File: src/rtl/multi_pulser.sv
// -----------------------------------------------------------------------------
// multi_pulser
//
// A bank of CHANNELS independent pulse generators. Each channel contains:
//   - a strobe counter, which produces a periodic start event in periodic mode;
//   - a shot counter, which stretches each start event into a pulse that is
//     duration+1 cycles wide.
// A start event can come from the channel's strobe or from its trigger input.
// A start that arrives while a pulse is already running restarts that pulse.
//
// Build option:
//   MULTI_PULSER_CHAIN_EN - when this macro is defined, fired[i] is an extra
//                           start source for channel i+1. The channels then
//                           form a pulse sequencer. When it is undefined, the
//                           channels are fully independent.
//
// Ports:
//   clock        sole clock; all logic runs on its rising edge
//   reset        synchronous, active-high; has priority over every other input
//   enable       per-channel strobe counter enable
//   trigger      per-channel one-shot trigger, level sampled every cycle
//   cfg_valid    configuration write strobe
//   cfg_channel  channel addressed by the write (values >= CHANNELS are ignored)
//   cfg_period   new period for the addressed channel
//   cfg_duration new duration for the addressed channel
//   cfg_mode     new mode: 0 = periodic, 1 = one-shot (trigger only)
//   pulse        per-channel registered pulse output
//   fired        per-channel flag, high for one cycle in the last pulse cycle
//   any_active   OR of all pulse bits
// -----------------------------------------------------------------------------
module multi_pulser #(
    parameter int CHANNELS         = 4,
    parameter int COUNT_WIDTH      = 32,
    parameter int DEFAULT_PERIOD   = 27000000,
    parameter int DEFAULT_DURATION = 2700000
) (
    input  logic                   clock,
    input  logic                   reset,
    input  logic [CHANNELS-1:0]    enable,
    input  logic [CHANNELS-1:0]    trigger,
    input  logic                   cfg_valid,
    input  logic [3:0]             cfg_channel,
    input  logic [COUNT_WIDTH-1:0] cfg_period,
    input  logic [COUNT_WIDTH-1:0] cfg_duration,
    input  logic                   cfg_mode,
    output logic [CHANNELS-1:0]    pulse,
    output logic [CHANNELS-1:0]    fired,
    output logic                   any_active
);

    localparam logic [COUNT_WIDTH-1:0] RST_PERIOD   = COUNT_WIDTH'(DEFAULT_PERIOD);
    localparam logic [COUNT_WIDTH-1:0] RST_DURATION = COUNT_WIDTH'(DEFAULT_DURATION);
    localparam logic                   MODE_PERIODIC = 1'b0;

    genvar gi;
    generate
        for (gi = 0; gi < CHANNELS; gi++) begin : g_ch
            logic [COUNT_WIDTH-1:0] period_reg;
            logic [COUNT_WIDTH-1:0] duration_reg;
            logic [COUNT_WIDTH-1:0] strobe_cnt_reg;
            logic [COUNT_WIDTH-1:0] shot_cnt_reg;
            logic                   mode_reg;
            logic                   pulse_reg;
            logic                   cfg_hit;
            logic                   count_en;
            logic                   strobe;
            logic                   shot_done;
            logic                   start;

            // The address compare is exact, so an index >= CHANNELS never
            // matches any channel.
            assign cfg_hit  = cfg_valid && (cfg_channel == 4'(gi));
            assign count_en = enable[gi] && (mode_reg == MODE_PERIODIC) &&
                              (period_reg != '0);
            assign strobe   = count_en && (strobe_cnt_reg == period_reg);

            // fired is gated by reset, so a pulse that reset cuts short never
            // reports completion.
            assign shot_done = pulse_reg && (shot_cnt_reg == duration_reg) && !reset;

`ifdef MULTI_PULSER_CHAIN_EN
            if (gi > 0) begin : g_chain
                assign start = strobe || trigger[gi] || fired[gi-1];
            end else begin : g_head
                assign start = strobe || trigger[gi];
            end
`else
            assign start = strobe || trigger[gi];
`endif

            always_ff @(posedge clock) begin
                if (reset) begin
                    period_reg     <= RST_PERIOD;
                    duration_reg   <= RST_DURATION;
                    mode_reg       <= MODE_PERIODIC;
                    strobe_cnt_reg <= '0;
                    shot_cnt_reg   <= '0;
                    pulse_reg      <= 1'b0;
                end else begin
                    // Strobe counter. A configuration write restarts the phase.
                    // After a strobe the counter reloads 1, which gives exactly
                    // one strobe every 'period' enabled cycles.
                    if (cfg_hit) begin
                        period_reg     <= cfg_period;
                        duration_reg   <= cfg_duration;
                        mode_reg       <= cfg_mode;
                        strobe_cnt_reg <= '0;
                    end else if (strobe) begin
                        strobe_cnt_reg <= COUNT_WIDTH'(1);
                    end else if (count_en) begin
                        strobe_cnt_reg <= strobe_cnt_reg + 1'b1;
                    end

                    // Shot counter. A start, even one in the fired cycle,
                    // restarts the pulse and keeps it high.
                    if (start) begin
                        pulse_reg    <= 1'b1;
                        shot_cnt_reg <= '0;
                    end else if (pulse_reg) begin
                        shot_cnt_reg <= shot_cnt_reg + 1'b1;
                        if (shot_done) begin
                            pulse_reg <= 1'b0;
                        end
                    end
                end
            end

            assign pulse[gi] = pulse_reg;
            assign fired[gi] = shot_done;
        end
    endgenerate

    assign any_active = |pulse;

endmodule

File: config.mk
export PLATFORM = sky130hd
export DESIGN_NAME = multi_pulser
export DESIGN_NICKNAME = d
export VERILOG_FILES = /design/src/rtl/multi_pulser.sv
export SDC_FILE = /design/constraint.sdc
export NUM_CORES = 1
export LEC_CHECK = 0
export BUFFER_PORTS_ARGS = -buffer_cell sky130_fd_sc_hd__buf_2
export CORE_MARGIN = 5
export CORE_UTILIZATION = 46
export DETAILED_ROUTE_END_ITERATION = 8
export GPL_TIMING_DRIVEN = 0
export PLACE_DENSITY = 0.61
export SYNTH_ARGS = -nofsm -noshare
export SYNTH_HDL_FRONTEND = slang
export SYNTH_SLANG_ARGS = --single-unit
File: constraint.sdc
create_clock -name clock -period 3.1 [get_ports clock]
set_clock_uncertainty 0.2 [all_clocks]
set_input_delay 0.155 -clock clock [delete_from_list [all_inputs] [get_ports clock]]
set_output_delay 0.155 -clock clock [all_outputs]
set_load 0.1 [all_outputs]
==> results of run 1 <==
final timing paths:
path | from | endpoint | depth (start not counted)
setup reg to reg | g_ch[0].pulse_reg | g_ch[0].shot_cnt_reg[29] | 7
hold reg to reg | g_ch[2].mode_reg | g_ch[2].mode_reg | 2
hold / removal | cfg_channel[0] | g_ch[1].strobe_cnt_reg[0] | 5
setup / recovery | g_ch[1].shot_cnt_reg[11] | fired[1] | 6
per-stage QoR:
stage	total power, W	util [%]
2_1_floorplan	0.00734	-
3_3_place_gp	0.00768	49.1
3_5_place_dp	0.00769	49.1
4_1_cts	0.0150	54.5
5_1_grt	0.0153	54.5
6_report	0.0149	54.5
timing repair:
action | 4_1_cts | 5_1_grt
resized for setup | 10 | 8
hold buffers | 72 | 0
hold endpoints to repair | 285 | 0
setup endpoints to repair | 32 | 101
cloned | 0 | 0
critical path: cells and delay by family (launching register included):
family,cells,cell delay [ns]
XOR/XNOR,1,0.11
buffers and inverters,2,0.43
flip-flops,1,0.49
AND/OR/NAND/NOR,3,0.99
area by class of cell:
cell class / instances / area [um^2] / area share [%]
clock buffer: 79 / 1650 / 5.86
multi-input combinational: 2285 / 12900 / 45.7
clock inverter: 24 / 352 / 1.25
sequential: 520 / 10400 / 37.0
inverter: 43 / 161 / 0.573
tap: 680 / 851 / 3.02
timing repair buffer: 159 / 1170 / 4.15
buffer: 170 / 692 / 2.46
power by group:
part | internal (W) | switching [W] | total [W]
logic | 0.000256 | 0.000538 | 0.000793
clock network | 0.00437 | 0.00289 | 0.00726
registers | 0.00676 | 0.0000860 | 0.00684
synth_stat cells, types with 5 or more instances:
master,count
sky130_fd_sc_hd__a21oi_1,207
sky130_fd_sc_hd__a22oi_1,7
sky130_fd_sc_hd__a31oi_1,22
sky130_fd_sc_hd__and2_1,16
sky130_fd_sc_hd__and3_1,34
sky130_fd_sc_hd__and4_1,18
sky130_fd_sc_hd__buf_1,8
sky130_fd_sc_hd__buf_2,15
sky130_fd_sc_hd__buf_4,8
sky130_fd_sc_hd__clkbuf_1,139
sky130_fd_sc_hd__dfxtp_1,520
sky130_fd_sc_hd__ha_1,8
sky130_fd_sc_hd__inv_1,43
sky130_fd_sc_hd__mux2i_1,5
sky130_fd_sc_hd__nand2_1,667
sky130_fd_sc_hd__nand3_1,212
sky130_fd_sc_hd__nand4_1,104
sky130_fd_sc_hd__nor2_1,238
sky130_fd_sc_hd__nor2b_1,5
sky130_fd_sc_hd__nor3_1,57
sky130_fd_sc_hd__nor4_1,90
sky130_fd_sc_hd__o211ai_1,6
sky130_fd_sc_hd__o21a_1,8
sky130_fd_sc_hd__o21ai_0,25
sky130_fd_sc_hd__o22ai_1,7
sky130_fd_sc_hd__o311ai_0,13
sky130_fd_sc_hd__o31ai_1,17
sky130_fd_sc_hd__or2_2,6
sky130_fd_sc_hd__or3_1,23
sky130_fd_sc_hd__or4_1,14
sky130_fd_sc_hd__xnor2_1,228
sky130_fd_sc_hd__xor2_1,194
logic make-up after synthesis:
logic type	after synthesis	share of synthesized area, %
simple gates	1502	28.6
flops	520	43.3
xor+xnor	422	15.4
compound gates	348	8.55
buf+inv	215	3.57
fa+ha+maj	8	0.416
mux	5	0.208
layer usage:
layer  wire length (um)  vias to the layer above
li1                   -                    10700
met1              34100                    10600
met2              34600                      732
met3               4930                      167
met4               2860                        2
met5                 13                        -
==> run summary, run 1 <==
The reported max-cap violation count is 0. The number of buffers on the longest clock path is 3, and the chip width is 239 um. The vias after detailed routing came out at 22200. The run gives 2080 as the number of violations reported at the end of detailed-routing iteration 0.

The most common flop cell mapped by yosys is sky130_fd_sc_hd__dfxtp_1. In this run the worst hold path is classified as in2reg. Counting flops and latches in the post-synthesis netlist gives 520. The initial utilization of the core area, before any placement, comes to 46.6%. After detailed routing, the number of remaining DRC violations is 0. The run gives 3108 as the synthesized netlist net count. The floorplan step defined a die boundary enclosing 57000 um^2. The share of the synthesized area in the top cell type is 43.3%. Standard cell with the maximum stage delay on the critical path: sky130_fd_sc_hd__dfxtp_1.

The routed design has 76600 um of wire. Cell at the root of the clock tree: sky130_fd_sc_hd__clkbuf_16. The cell area that synthesis handed to floorplanning was 24100 um^2. The vertical extent of the die works out to 239 um.

In this run the tightest slew margin relative to its limit is 26.5%. In the post-synthesis netlist, the biggest area contributors are sky130_fd_sc_hd__dfxtp_1, sky130_fd_sc_hd__nand2_1, sky130_fd_sc_hd__xnor2_1. From synthesis to final layout, the design area changed by 17.0%.

The flow ran to the end, and the final reports show no timing, DRC or antenna violations. The tools report the setup slack after layout as 0.0968 ns. The slew at the pin closest to its max-slew limit is 1.09 ns. In the final design database the tool counted 3323 nets.

Met1 layer usage reported by global route: 35.9%. Setup slack on the worst reg-to-reg path comes out at 0.17 ns. Along the worst path, the maximum fanout reaches 7.

Weighted congestion at the end of routability-driven global placement: 0.915. The required time of the critical path was 2.74 ns. The run gives 2 as the H-tree level count. Timing would allow up to 333 MHz. For the number of fillers in the final layout, the log shows 4773.

The clock-pin slew reported for the worst setup and hold paths after clock tree synthesis is 0.06 ns. The run gives 1 as the initial antenna violation count. The post-route netlist has 7.29% of its cells at a drive strength greater than 1. Setup violations remaining at the end of the flow were counted as 0. The number of placement rows was 83; the met3 global-route usage was 3.65%.

After global routing, the most crowded layer is met2. The maximum ir drop on the vdd rail was 0.000387 V. Input and output buffers added on the ports amount to 87.

Setup repair after global routing left no endpoint under its margin. The logs give 3020 for the cell count after synthesis and 0 for the remaining antenna violation count. The run gives 89 as the I/O pin count. The area of the core is 51600 um^2. For this run, the number of Yosys warnings is 0. TritonCTS built the clock tree. Detailed placement finished with a half-perimeter wire length of 58000 um. In the layout the commonest cells are sky130_fd_sc_hd__nand2_1, sky130_fd_sc_hd__dfxtp_1, sky130_fd_sc_hd__nor2_1. The post-route fraction of the period consumed by the critical path works out to 96.9%. The final max-slew violation count is 0, and the pin count of the biggest net entering global routing is 15. After detailed routing, the average wire length per cell comes to 19.3 um.

After routing the design area is 28100 um^2. The biggest area contributor in the post-synthesis netlist is sky130_fd_sc_hd__dfxtp_1. Counting the buffers created by CTS gives 56. The critical path's largest stage delay works out to 0.49 ns.

Number of antenna diodes: 0. For the sum of overflow across all layers after global routing, the log shows 0. A synthesized cell averages 7.97 um^2. Counting stages on the worst path, the most repeated cell is sky130_fd_sc_hd__buf_4. The clock period could shrink to 3.00 ns.

By startpoint and endpoint, the worst setup path is classified as reg2out. The clock drives 520 sinks. Summed over all failing endpoints, the final setup total negative slack is 0 ns.

In the global route stage, overall resource usage came out at 26.0%. The via count of the first global-routing pass was 20800; the smallest hold slack was 0.0712 ns. The number of setup buffers added after CTS is 0.

The startpoint kind of the worst setup timing path is a flop. In this run, synthesis inferred 0 flip-flops with an integrated enable. Final number of hold-violating endpoints: 0. The power density over the cells was 529 nW/um^2; the worst slack at placement was -0.258 ns. Leakage component of the power: 10.0 nW. The wire length of the first global-routing pass is 119000 um. Leaving out fill and tap cells, the most frequent cell in the layout is sky130_fd_sc_hd__nand2_1.

Global routing consumed, on the met2 layer, 42.1% of the routing resources. For this run, the detailed router's first-pass iteration total came to 5. Walking the worst path, the cells encountered are xor2_1, nor4_1, nand4_1, nor3_4, buf_4, buf_4.

Data on the critical path arrives at its endpoint at 2.65 ns. The worst setup path is captured at an output port. The tools report the post-route non-filler standard cell count as 3960. Including well taps, the total number of placed cells is 3787. The via density per instance is 5.60, and the sequential element share of the synthesized area is 43.3%. The fraction of registers with async set or reset after synthesis was 0%. The area after detailed placement was 25400 um^2. The tools report the distinct cell type count after synthesis as 63.

The latest clock arrival within the worst-skew pair is 0.62 ns.
Note: power is estimated with default switching activity, not from simulation.
==> run 2, diff against run 1 <==
Settings changed: ABC_AREA set to 1, SKIP_CTS_REPAIR_TIMING set to 1.
==> run summary, run 2 <==
The flow ran to the end, and the final reports show no timing, DRC or antenna violations. The tools report the wire length of the first global-routing pass as 154000 um (+30%). Reported max-cap violation count: 0 (unchanged).

The most common flop cell mapped by yosys is sky130_fd_sc_hd__dfxtp_1. The area occupied by registers was 10400 um^2 (about the same). The iteration count of the initial detailed-routing pass was 8 (+3); the post-route fraction of the period consumed by the critical path was 95.2% (-1.7 points).

Share of the synthesized area in the top cell type: 37.1% (-6.2 points). For the maximum ir drop on the vdd rail, the log shows 0.000463 V (+20%). The remaining antenna violation count was 0 (unchanged); the synthesized netlist net count was 4484 (+44%). The final number of hold-violating endpoints is 0 (unchanged). The area after detailed placement was 29500 um^2 (+16%); the critical path's largest stage delay was 0.36 ns (-0.13 ns). The overall routed net length is 103000 um (+34%). The global-route usage over all layers is 29.8% (+3.8 points), and the distinct cell type count after synthesis is 41 (-35%). The latest clock arrival within the worst-skew pair is 0.64 ns (+0.02 ns), and the share of post-route cells with drive strength above 1 is 8.53% (+1.2 points). STA classifies the critical path endpoint as an output port. The met3 global-route usage is 5.65% (+2.0 points), and the via density per instance is 5.20 (-7.2%).

The total number of clock tree sinks is 520 (unchanged), and the starting utilization of the core area is 46.5% (-0.11 points). The number of fillers in the final layout came out at 6211 (+30%). The flop-to-flop setup slack was 0.62 ns (+0.45 ns); the number of buffers on the longest clock path was 3 (unchanged). The vertical extent of the die was 257 um (+7.7%); the initial antenna violation count was 7 (+6). The via count of the first global-routing pass is 25700 (+23%). The fraction of registers with async set or reset after synthesis is 0% (unchanged), and the switching power total is 0.00387 W (+10%).

The logic depth of the worst register-to-register path is 10 (+3). The type of the setup path with the least slack was reg2out. The switching power as a share of total power is 24.6% (+1.0 points). The logs give 2.74 ns (about the same) for the required time of the critical path and 15100 um^2 (+17%) for the total area of multi-input combinational cells. The weighted congestion at the end of routability-driven global placement was 0.967 (+5.6%). The I/O pin count is 89 (unchanged), and the per-instance average area after synthesis is 6.39 um^2 (-20%). For the internal power summed over all cells, the log shows 0.0118 W (+3.9%). The area of the core came out at 60400 um^2 (+17%).

The post-detailed-route wirelength per cell works out to 18.9 um (-2.4%). The startpoint of the most critical hold path was enable[3]. The tools report the post-synthesis instance area as 28100 um^2 (+17%). In this run the worst hold path is classified as in2reg.

The total number of nets in the final design is 4706 (+42%). The final max-slew violation count is 0 (unchanged). Most frequent standard cell in the layout excluding fill and tap cells: sky130_fd_sc_hd__nand2_1.

The met1 layer usage reported by global route is 41.2% (+5.3 points), and the worst relative slew slack is 24.7% (-1.7 points). The Yosys warning count was 0 (unchanged); the detailed placement HPWL was 79800 um (+38%). The met2 layer usage reported by global route was 47.4% (+5.2 points).

The arrival time reported for the critical path endpoint was 2.60 ns (-0.05 ns); the worst-path maximum fanout was 7 (unchanged). TritonCTS built the clock tree. Pin count of the biggest net entering global routing: 16 (+1). In the layout the commonest cells are sky130_fd_sc_hd__nand2_1, sky130_fd_sc_hd__nor2_1, sky130_fd_sc_hd__dfxtp_1. Yosys attributes the largest share of cell area to sky130_fd_sc_hd__dfxtp_1, sky130_fd_sc_hd__nand2_1, sky130_fd_sc_hd__nor2_1. The most common cell in the synthesized netlist is sky130_fd_sc_hd__nand2_1. The worst setup path is launched from a flop. For the die outline area, the log shows 66100 um^2 (+16%). For the post-route DRC violation count, the log shows 0 (unchanged).

The part of the power in registers is 43.7% (-2.2 points), and the vias after detailed routing is 28400 (+28%). Sequential element share of the synthesized area: 37.1% (-6.2 points). Endpoint of the most critical register-to-register path: g_ch[1].strobe_cnt_reg[15].

The achievable frequency was 339 MHz (+1.7%). The accumulated negative setup slack is 0 ns (unchanged). The area growth from synthesis to layout is 15.5%. For the final-report setup violation count, the log shows 0 (unchanged). The highest-utilization routing layer at the global route stage was met2. The clock-pin slew reported for the worst setup and hold paths after clock tree synthesis was 0.06 ns (about the same). The slew at the pin closest to its max-slew limit is 1.13 ns (+0.0407 ns), and the cell count after synthesis is 4396 (+46%).

The largest individual stage delay along the critical path comes from the cell sky130_fd_sc_hd__clkbuf_1. The quantity of I/O buffers inserted on ports came out at 88 (+1.1%). The leakage component of the power is 12.9 nW (+29%), and the H-tree level count is 2 (unchanged). Post-route standard cell area excluding fillers: 32400 um^2 (+15%).

The cell type with the largest total area after synthesis is sky130_fd_sc_hd__dfxtp_1. The number of placement rows was 90 (+8.4%). Counting instances in the post-synthesis netlist gives the leading cell types as sky130_fd_sc_hd__nand2_1, sky130_fd_sc_hd__nor2_1, sky130_fd_sc_hd__dfxtp_1. The chip width works out to 257 um (+7.7%). The combinational cell fraction of total power came out at 6.4% (+1.1 points). The final design utilization was 53.7% (-0.82 points). The critical path goes through clkbuf_1, inv_1, nand2_1, nand2_1, nor2_1, nand2_1, nor2_1, nand3_1, nor2_1, buf_4, clkbuf_4. The run gives 0 (unchanged) as the sum of overflow across all layers after global routing. The number of violations reported at the end of detailed-routing iteration 0 was 2544 (+22%). The path with the worst hold slack has its endpoint at g_ch[3].strobe_cnt_reg[18]. The number of flops mapped to enable cells by yosys came out at 0 (unchanged). The depth of the worst hold-timing path is 7 (+2).

The tree is rooted in a sky130_fd_sc_hd__clkbuf_16. The number of buffers inserted during clock tree synthesis is 58 (+3.6%). The final critical-path required period is 2.95 ns (-0.0516 ns). The power density over the cells came out at 484 nW/um^2 (-8.5%).

Setup repair after global routing left no endpoint under its margin. The tools report the relative contribution of the clock network to total power as 49.9% (+1.2 points). The worst register-to-register path begins at g_ch[1].period_reg[9]. The register bit count reported by yosys works out to 520 (unchanged).
run 2: changes by cell type in the layout (fill, tap and decap cells not counted), sizes merged, moves of 32 or more:
cell    before   now
xnor2      228    93
nand4      105    58
nor2       239   655
buf        117   155
nor4        90     6
clkbuf     219   160
nor3        58   109
nand2      667  1360
and3        34     2
a21oi      207   288
inv         46   498
o21ai       28   235
xor2       194   145
run 2: per-layer routing:
metal  vias up  share of wire [%]
li1      14200                  -
met3       214                8.0
met4         4                3.5
met5         -              0.014
met1     12900                 44
met2      1023                 44
run 2: cells by family (layout without fill, tap and decap cells):
family / Yosys count / in the layout / synth area share, %
AND/OR/NAND/NOR: 2422 / 2422 / 35.8
buffers and inverters: 658 / 927 / 9.26
AO/OA/AOI/OAI: 550 / 550 / 10.0
flip-flops: 520 / 520 / 37.1
XOR/XNOR: 238 / 238 / 7.43
adder cells (fa/ha/maj): 8 / 8 / 0.357
other: 0 / 5 / 0
run 2: cell type report:
cell class                      instances  share of cell area (%)
Sequential cell                       520                    32.1
Inverter                              504                    5.84
Multi-Input combinational cell       3218                    46.5
Antenna cell                            5                  0.0386
Buffer                                153                    2.17
Tap cell                              782                    3.02
Timing Repair Buffer                  163                    3.70
Clock buffer                           74                    5.10
Clock inverter                         33                    1.56
run 2: worst max-delay path by stage:
stage / to / cells past startpoint / slack [ns] / startpoint
global route: fired[0] / 8 / 0.01 / g_ch[0].pulse_reg
global placement: fired[3] / 9 / 0.57 / g_ch[3].pulse_reg
finish: fired[2] / 11 / 0.15 / g_ch[2].shot_cnt_reg[21]
CTS: fired[3] / 9 / -0.14 / g_ch[3].pulse_reg
detailed placement: g_ch[0].period_reg[26] / 7 / 0.53 / cfg_channel[3]
floorplan: any_active / 3 / 1.21 / g_ch[3].pulse_reg
run 2: critical path, delay by kind of cell (launching register included):
family | cells | cell delay (ns)
buffers and inverters | 4 | 0.92
flip-flops | 1 | 0.31
AND/OR/NAND/NOR | 7 | 0.73
run 2: power by group through the flow:
stage	Sequential [W]	Combinational [W]	Clock, W
after CTS	0.00686	0.000909	0.00792
after floorplan	0.00698	0.000500	0
after detailed placement	0.00701	0.000905	0
final	0.00687	0.00101	0.00782
after global routing	0.00687	0.00108	0.00818
after global placement	0.00701	0.000903	0
run 2: metrics by stage:
stage               hold WS (ns)  worst slack [ns]  power (W)  std cells
finish                    0.0309             0.148     0.0157       5452
global route              0.0384            0.0118     0.0161       5447
CTS                       -0.403            -0.137     0.0157       5373
detailed placement         0.257             0.526    0.00792       5266
global placement           0.254             0.571    0.00791       5266
floorplan                 0.0682              1.21    0.00748       4396
